**src/rtl/wfid_retire_ctrl_pkg.sv**
```systemverilog
// Shared sizes, FSM encoding and helpers for the wavefront-ID retire controller.
package wfid_retire_ctrl_pkg;

  localparam int unsigned WF_NUM = 40;
  localparam int unsigned WFID_W = 6;
  localparam int unsigned TAG_W  = 15;

  typedef enum logic [1:0] {
    RC_IDLE    = 2'd0,
    RC_RELEASE = 2'd1,
    RC_REPORT  = 2'd2
  } rc_state_e;

  // Number of set bits in a slot bitmap; 0..WF_NUM fits in WFID_W bits.
  function automatic logic [WFID_W-1:0] popcount_wf(input logic [WF_NUM-1:0] v);
    logic [WFID_W-1:0] c;
    c = '0;
    for (int i = 0; i < int'(WF_NUM); i++) begin
      c = c + WFID_W'(v[i]);
    end
    return c;
  endfunction

endpackage

```
**src/rtl/wfid_prio_pick.sv**
```systemverilog
// Fixed-priority picker: lowest-index set bit of a slot bitmap.
module wfid_prio_pick
  import wfid_retire_ctrl_pkg::*;
#(
  parameter int unsigned N = WF_NUM,
  parameter int unsigned W = WFID_W
) (
  input  logic [N-1:0] bitmap_i,
  output logic [W-1:0] sel_id_o,
  output logic         any_o
);

  // Scan from the top down so the lowest set index is the last one written.
  always_comb begin
    sel_id_o = '0;
    any_o    = 1'b0;
    for (int i = int'(N) - 1; i >= 0; i--) begin
      if (bitmap_i[i]) begin
        sel_id_o = W'(i);
        any_o    = 1'b1;
      end
    end
  end

endmodule

```
**src/rtl/wfid_retire_ctrl.sv**
```systemverilog
// Retire path of the wavefront-ID allocator: collects end-of-program
// notifications, releases slots one at a time and reports their tags.
module wfid_retire_ctrl
  import wfid_retire_ctrl_pkg::*;
(
  input  logic              clk,
  input  logic              rst,
  input  logic              issue_done_valid,
  input  logic [WFID_W-1:0] issue_done_wfid,
  input  logic [WF_NUM-1:0] vacant,
  output logic              halt,
  output logic [WFID_W-1:0] WF_id_done,
  input  logic [TAG_W-1:0]  WF_tag_done,
  output logic              disp_done_valid,
  output logic [TAG_W-1:0]  disp_done_tag,
  input  logic              disp_done_ack,
  output logic [WFID_W-1:0] pending_cnt,
  output logic              err_dup
);

  // Index space reachable by a WFID_W-bit slot number (covers out-of-range ids).
  localparam int unsigned IDX_SPAN = 1 << WFID_W;

  rc_state_e         state_q;
  logic [WF_NUM-1:0] pending_q;
  logic [WF_NUM-1:0] pending_d;
  logic [WFID_W-1:0] cur_id_q;
  logic              halt_q;
  logic              disp_valid_q;
  logic [TAG_W-1:0]  disp_tag_q;
  logic [WFID_W-1:0] pending_cnt_q;
  logic              err_dup_q;

  logic [WFID_W-1:0]   sel_id;
  logic                any_pending;
  logic                busy;
  logic                cap_bad;
  logic [IDX_SPAN-1:0] vacant_ext;
  logic [IDX_SPAN-1:0] pending_ext;

  wfid_prio_pick #(
    .N (WF_NUM),
    .W (WFID_W)
  ) u_pick (
    .bitmap_i (pending_q),
    .sel_id_o (sel_id),
    .any_o    (any_pending)
  );

  assign busy        = (state_q != RC_IDLE);
  assign vacant_ext  = IDX_SPAN'(vacant);
  assign pending_ext = IDX_SPAN'(pending_q);

  // Capture validation and next pending bitmap; the release clear wins over a set.
  always_comb begin
    cap_bad   = 1'b0;
    pending_d = pending_q;
    if (issue_done_valid) begin
      cap_bad = (32'(issue_done_wfid) >= WF_NUM)
             || pending_ext[issue_done_wfid]
             || vacant_ext[issue_done_wfid]
             || (busy && (issue_done_wfid == cur_id_q));
      if (!cap_bad) begin
        pending_d[issue_done_wfid] = 1'b1;
      end
    end
    if (state_q == RC_RELEASE) begin
      pending_d[cur_id_q] = 1'b0;
    end
  end

  // Release/report sequencer with registered outputs, pending and status registers.
  always_ff @(posedge clk or posedge rst) begin
    if (rst) begin
      state_q       <= RC_IDLE;
      pending_q     <= '0;
      cur_id_q      <= '0;
      halt_q        <= 1'b0;
      disp_valid_q  <= 1'b0;
      disp_tag_q    <= '0;
      pending_cnt_q <= '0;
      err_dup_q     <= 1'b0;
    end else begin
      pending_q     <= pending_d;
      pending_cnt_q <= popcount_wf(pending_d);
      if (cap_bad) begin
        err_dup_q <= 1'b1;
      end
      case (state_q)
        RC_IDLE: begin
          if (any_pending) begin
            cur_id_q <= sel_id;
            halt_q   <= 1'b1;
            state_q  <= RC_RELEASE;
          end
        end
        RC_RELEASE: begin
          halt_q       <= 1'b0;
          disp_tag_q   <= WF_tag_done;
          disp_valid_q <= 1'b1;
          state_q      <= RC_REPORT;
        end
        RC_REPORT: begin
          if (disp_done_ack) begin
            disp_valid_q <= 1'b0;
            state_q      <= RC_IDLE;
          end
        end
        default: begin
          halt_q       <= 1'b0;
          disp_valid_q <= 1'b0;
          state_q      <= RC_IDLE;
        end
      endcase
    end
  end

  assign halt            = halt_q;
  assign WF_id_done      = cur_id_q;
  assign disp_done_valid = disp_valid_q;
  assign disp_done_tag   = disp_tag_q;
  assign pending_cnt     = pending_cnt_q;
  assign err_dup         = err_dup_q;

endmodule

```
**config.mk**
```make
export PLATFORM = sky130hd
export DESIGN_NAME = wfid_retire_ctrl
export DESIGN_NICKNAME = d
export VERILOG_FILES = /design/src/rtl/wfid_retire_ctrl_pkg.sv /design/src/rtl/wfid_prio_pick.sv /design/src/rtl/wfid_retire_ctrl.sv
export SDC_FILE = /design/constraint.sdc
export NUM_CORES = 1
export LEC_CHECK = 0
export CORE_ASPECT_RATIO = 0.8
export CORE_UTILIZATION = 50
export CTS_BUF_LIST = sky130_fd_sc_hd__clkbuf_8
export DETAILED_ROUTE_END_ITERATION = 6
export DONT_BUFFER_PORTS = 1
export GPL_TIMING_DRIVEN = 1
export SYNTH_ARGS = -nofsm -noshare
export SYNTH_HDL_FRONTEND = slang
export SYNTH_SLANG_ARGS = --single-unit
```
**constraint.sdc**
```tcl
create_clock -name clk -period 16.3 [get_ports clk]
set_input_delay 4.075 -clock clk [delete_from_list [all_inputs] [get_ports clk]]
set_output_delay 4.075 -clock clk [all_outputs]
set_load 0.005 [all_outputs]
```
==> results.txt <==
Postcts setup bufs - 0
Worst path arrival time - 10.76 ns
Clock root cell - clkbuf_8
DR iter-0 viols - 543
CP endpoint kind - flip-flop
Row count - 33
Hold worst-path end - disp_done_tag[8]$_DFFE_PP0P_
Worst Path Buf+Inv - 6
Fin. Hold Viols - 0
CTS tree - built
Vias in the first global route - 4497
Setup TNS - 0 ns
Top post-synthesis cells by count - nand2_1 (82), dfrtp_1 (72), inv_1 (56), a21oi_1 (49), nor2_1 (34)
Final WL - 16300 um
Clk sinks - 72
Most frequent cell after synthesis - nand2_1
Die width - 118 um
R2R setup slack - 8.87 ns
Crit-path slowest cell - fa_1
Reg2reg path depth - 25
Seq cells post-synth - 72
Post-synth ARST share - 1.00
Die area - 0.0111 sq mm
Critical path required time - 16.54 ns
GRT overflow - 0
Starting density of the core - 0.518
RSZ-0062 raised after global routing - false
Total GRT Usage - 0.310
P&R area growth vs syn - 5.66%
R2R Path End - pending_cnt[5]$_DFF_PP0_
Register area share after synthesis - 0.337
RR Startpoint - WF_id_done[2]$_DFFE_PP0P_
Top_reg_cell synth - dfrtp_1
Synth Instances - 607
Total number of vias - 4707
Post-synth top area share - 0.337
CTS H-tree lvls - 3
Top delay family on crit path - adder cells
Avg WL per Cell - 22.2 um
I/O pin cnt - 95
Final Critical Period - 10.52 ns
Worst Hold Class - flip-flop to flip-flop
Largest net degree at the start of global routing - 73
Leading area contributor after synthesis - dfrtp_1
Status - finished clean
Clock-pin slew on the worst setup and hold paths - 0.08 ns
Finish-stage setup viols - 0
Longest Clk Path Bufs - 2
Die H - 94.5 um
Via density - 6.39
Core footprint - 0.0103 sq mm
Max-cap check violation count - 0
Ys Warns - 0
Worst-Skew Late Latency - 0.36 ns
CTS Hold Bufs - 0
Worst hold path depth - 2
Crit path max fanout - 31
TritonRoute pass-1 iters - 5
Fmax - 0.0951 GHz
Max incr delay on CP - 0.60 ns
Syn_nets - 714
Antenna cells - 0
Count of cell types in the netlist - 69
Ratio of final minimum period to clock period - 0.645
Post-Syn Area - 0.00535 sq mm
Hold path start - disp_done_tag[8]$_DFFE_PP0P_
Slew HR - 0.284
Routability Congestion - 0.925
# port buffers - 0
TritonCTS Buffers - 9
Detail Route Antenna Nets - 0
Post-cts resize count - 0
Max-slew violations - 0
WS Path Type - primary input to flip-flop
Worst Max-Slew Pin Slew - 1.07 ns
Most Frequent Cell on Critical Path - fa_1
Hpwl dp - 12500 um
Synth Area per Inst - 8.82 sq um
EDFF count, synth - 0
Global-route wire length before repair - 25800 um
Synth top area cells - dfrtp_1 (34%), fa_1 (12%), nand2_1 (5.8%), a21oi_1 (4.6%), inv_1 (3.9%)
Worst setup SP type - primary input
Share of layout cells above drive strength 1 - 0.0653
DRC Markers - 0
Fin nets - 699
Clock skew - 0.0122 ns
Initial antenna violation count - 0
==> how the worst max path moves through the flow <==
| stage | startpoint | slack [ns] | endpoint | cells after the start |
|---|---|---|---|---|
| floorplan | issue_done_wfid[2] | 5.92 | pending_cnt[5]$_DFF_PP0_ | 27 |
| global placement | issue_done_wfid[2] | 5.49 | pending_cnt[5]$_DFF_PP0_ | 25 |
| detailed placement | issue_done_wfid[1] | 5.42 | pending_cnt[5]$_DFF_PP0_ | 23 |
| CTS | issue_done_wfid[1] | 5.79 | pending_cnt[5]$_DFF_PP0_ | 23 |
| global route | issue_done_wfid[1] | 5.42 | pending_cnt[5]$_DFF_PP0_ | 23 |
| finish | issue_done_wfid[2] | 5.78 | pending_cnt[5]$_DFF_PP0_ | 25 |
==> worst reg2reg max path, cell delays in order (launching register included) <==
cell	delay, ns
dfrtp_1	0.73
xor2_1	0.22
nor3_1	0.09
a32o_2	0.27
or3b_4	0.41
a221oi_2	0.18
nand2_1	0.29
a221o_1	0.46
fa_1	0.55
inv_1	0.05
fa_1	0.47
inv_1	0.06
fa_1	0.48
inv_1	0.05
fa_1	0.36
inv_1	0.08
fa_1	0.46
fa_1	0.52
fa_1	0.60
inv_1	0.06
ha_1	0.28
a21o_1	0.17
a21oi_1	0.21
nor2b_1	0.07
o21ai_0	0.14
nand2b_1	0.07
==> sequential cells by signal, indices dropped and copies added (netlist names) <==
name / flops
WF_id_done: 6
state_q: 2
disp_done_tag: 15
halt: 1
err_dup: 1
disp_done_valid: 1
pending_cnt: 6
pending_q: 40
==> cell type report <==
class | count | area [sq um]
clock buffer | 11 | 151
clock inverter | 5 | 103
fill | 989 | 4670
inverter | 57 | 214
multi-input combinational | 446 | 3160
sequential | 72 | 1800
tap | 140 | 175
timing repair buffer | 6 | 45.0
==> stage by stage <==
step	hold slack, ns	utilization	worst slack [ns]	instance area (sq um)	instances
after global placement	0.490	0.523	5.49	5400	721
after detailed placement	0.491	0.523	5.42	5400	721
after global routing	0.538	0.548	5.42	5650	737
after CTS	0.511	0.548	5.79	5650	737
final	0.507	0.548	5.78	5650	737
after floorplan	0.470	-	5.92	5350	607
==> cell usage in the layout (no fill, tap or decap), types with 6 or more instances in the layout <==
cell type | netlist | final
o21ai_0 | 32 | 32
nor3_1 | 10 | 10
inv_1 | 56 | 56
nand2_1 | 82 | 82
clkbuf_8 | 0 | 11
a21oi_1 | 49 | 49
a41oi_1 | 9 | 9
mux2i_1 | 7 | 7
nor2_1 | 34 | 34
nand4_1 | 6 | 6
a21o_1 | 17 | 17
dfrtp_1 | 72 | 72
ha_1 | 11 | 11
a31oi_1 | 15 | 15
fa_1 | 31 | 31
nor4_1 | 8 | 8
nor3b_1 | 6 | 6
buf_4 | 5 | 6
and3_1 | 11 | 11
nand3_1 | 12 | 12
o22ai_1 | 6 | 6
and2_1 | 8 | 8
xor2_1 | 6 | 6
==> routing by layer <==
layer / track usage / part of all wire / vias up
met3: 0.0773 / 0.11 / 29
met1: 0.446 / 0.43 / 2287
met4: 0.0887 / 0.015 / 0
met2: 0.462 / 0.44 / 278
li1: - / - / 2113
met5: 0 / 0 / -
==> logic make-up after synthesis <==
kind of cell | after synthesis | share of synthesized area
multiplexers | 10 | 0.0194
AO/OA/AOI/OAI | 175 | 0.217
buffers and inverters | 89 | 0.0720
adder cells (fa/ha/maj) | 42 | 0.142
XOR/XNOR | 9 | 0.0147
AND/OR/NAND/NOR | 210 | 0.198
flip-flops | 72 | 0.337
Power is not shown: default switching activity piles up to over one toggle a cycle in this logic, so the estimate is an artifact.
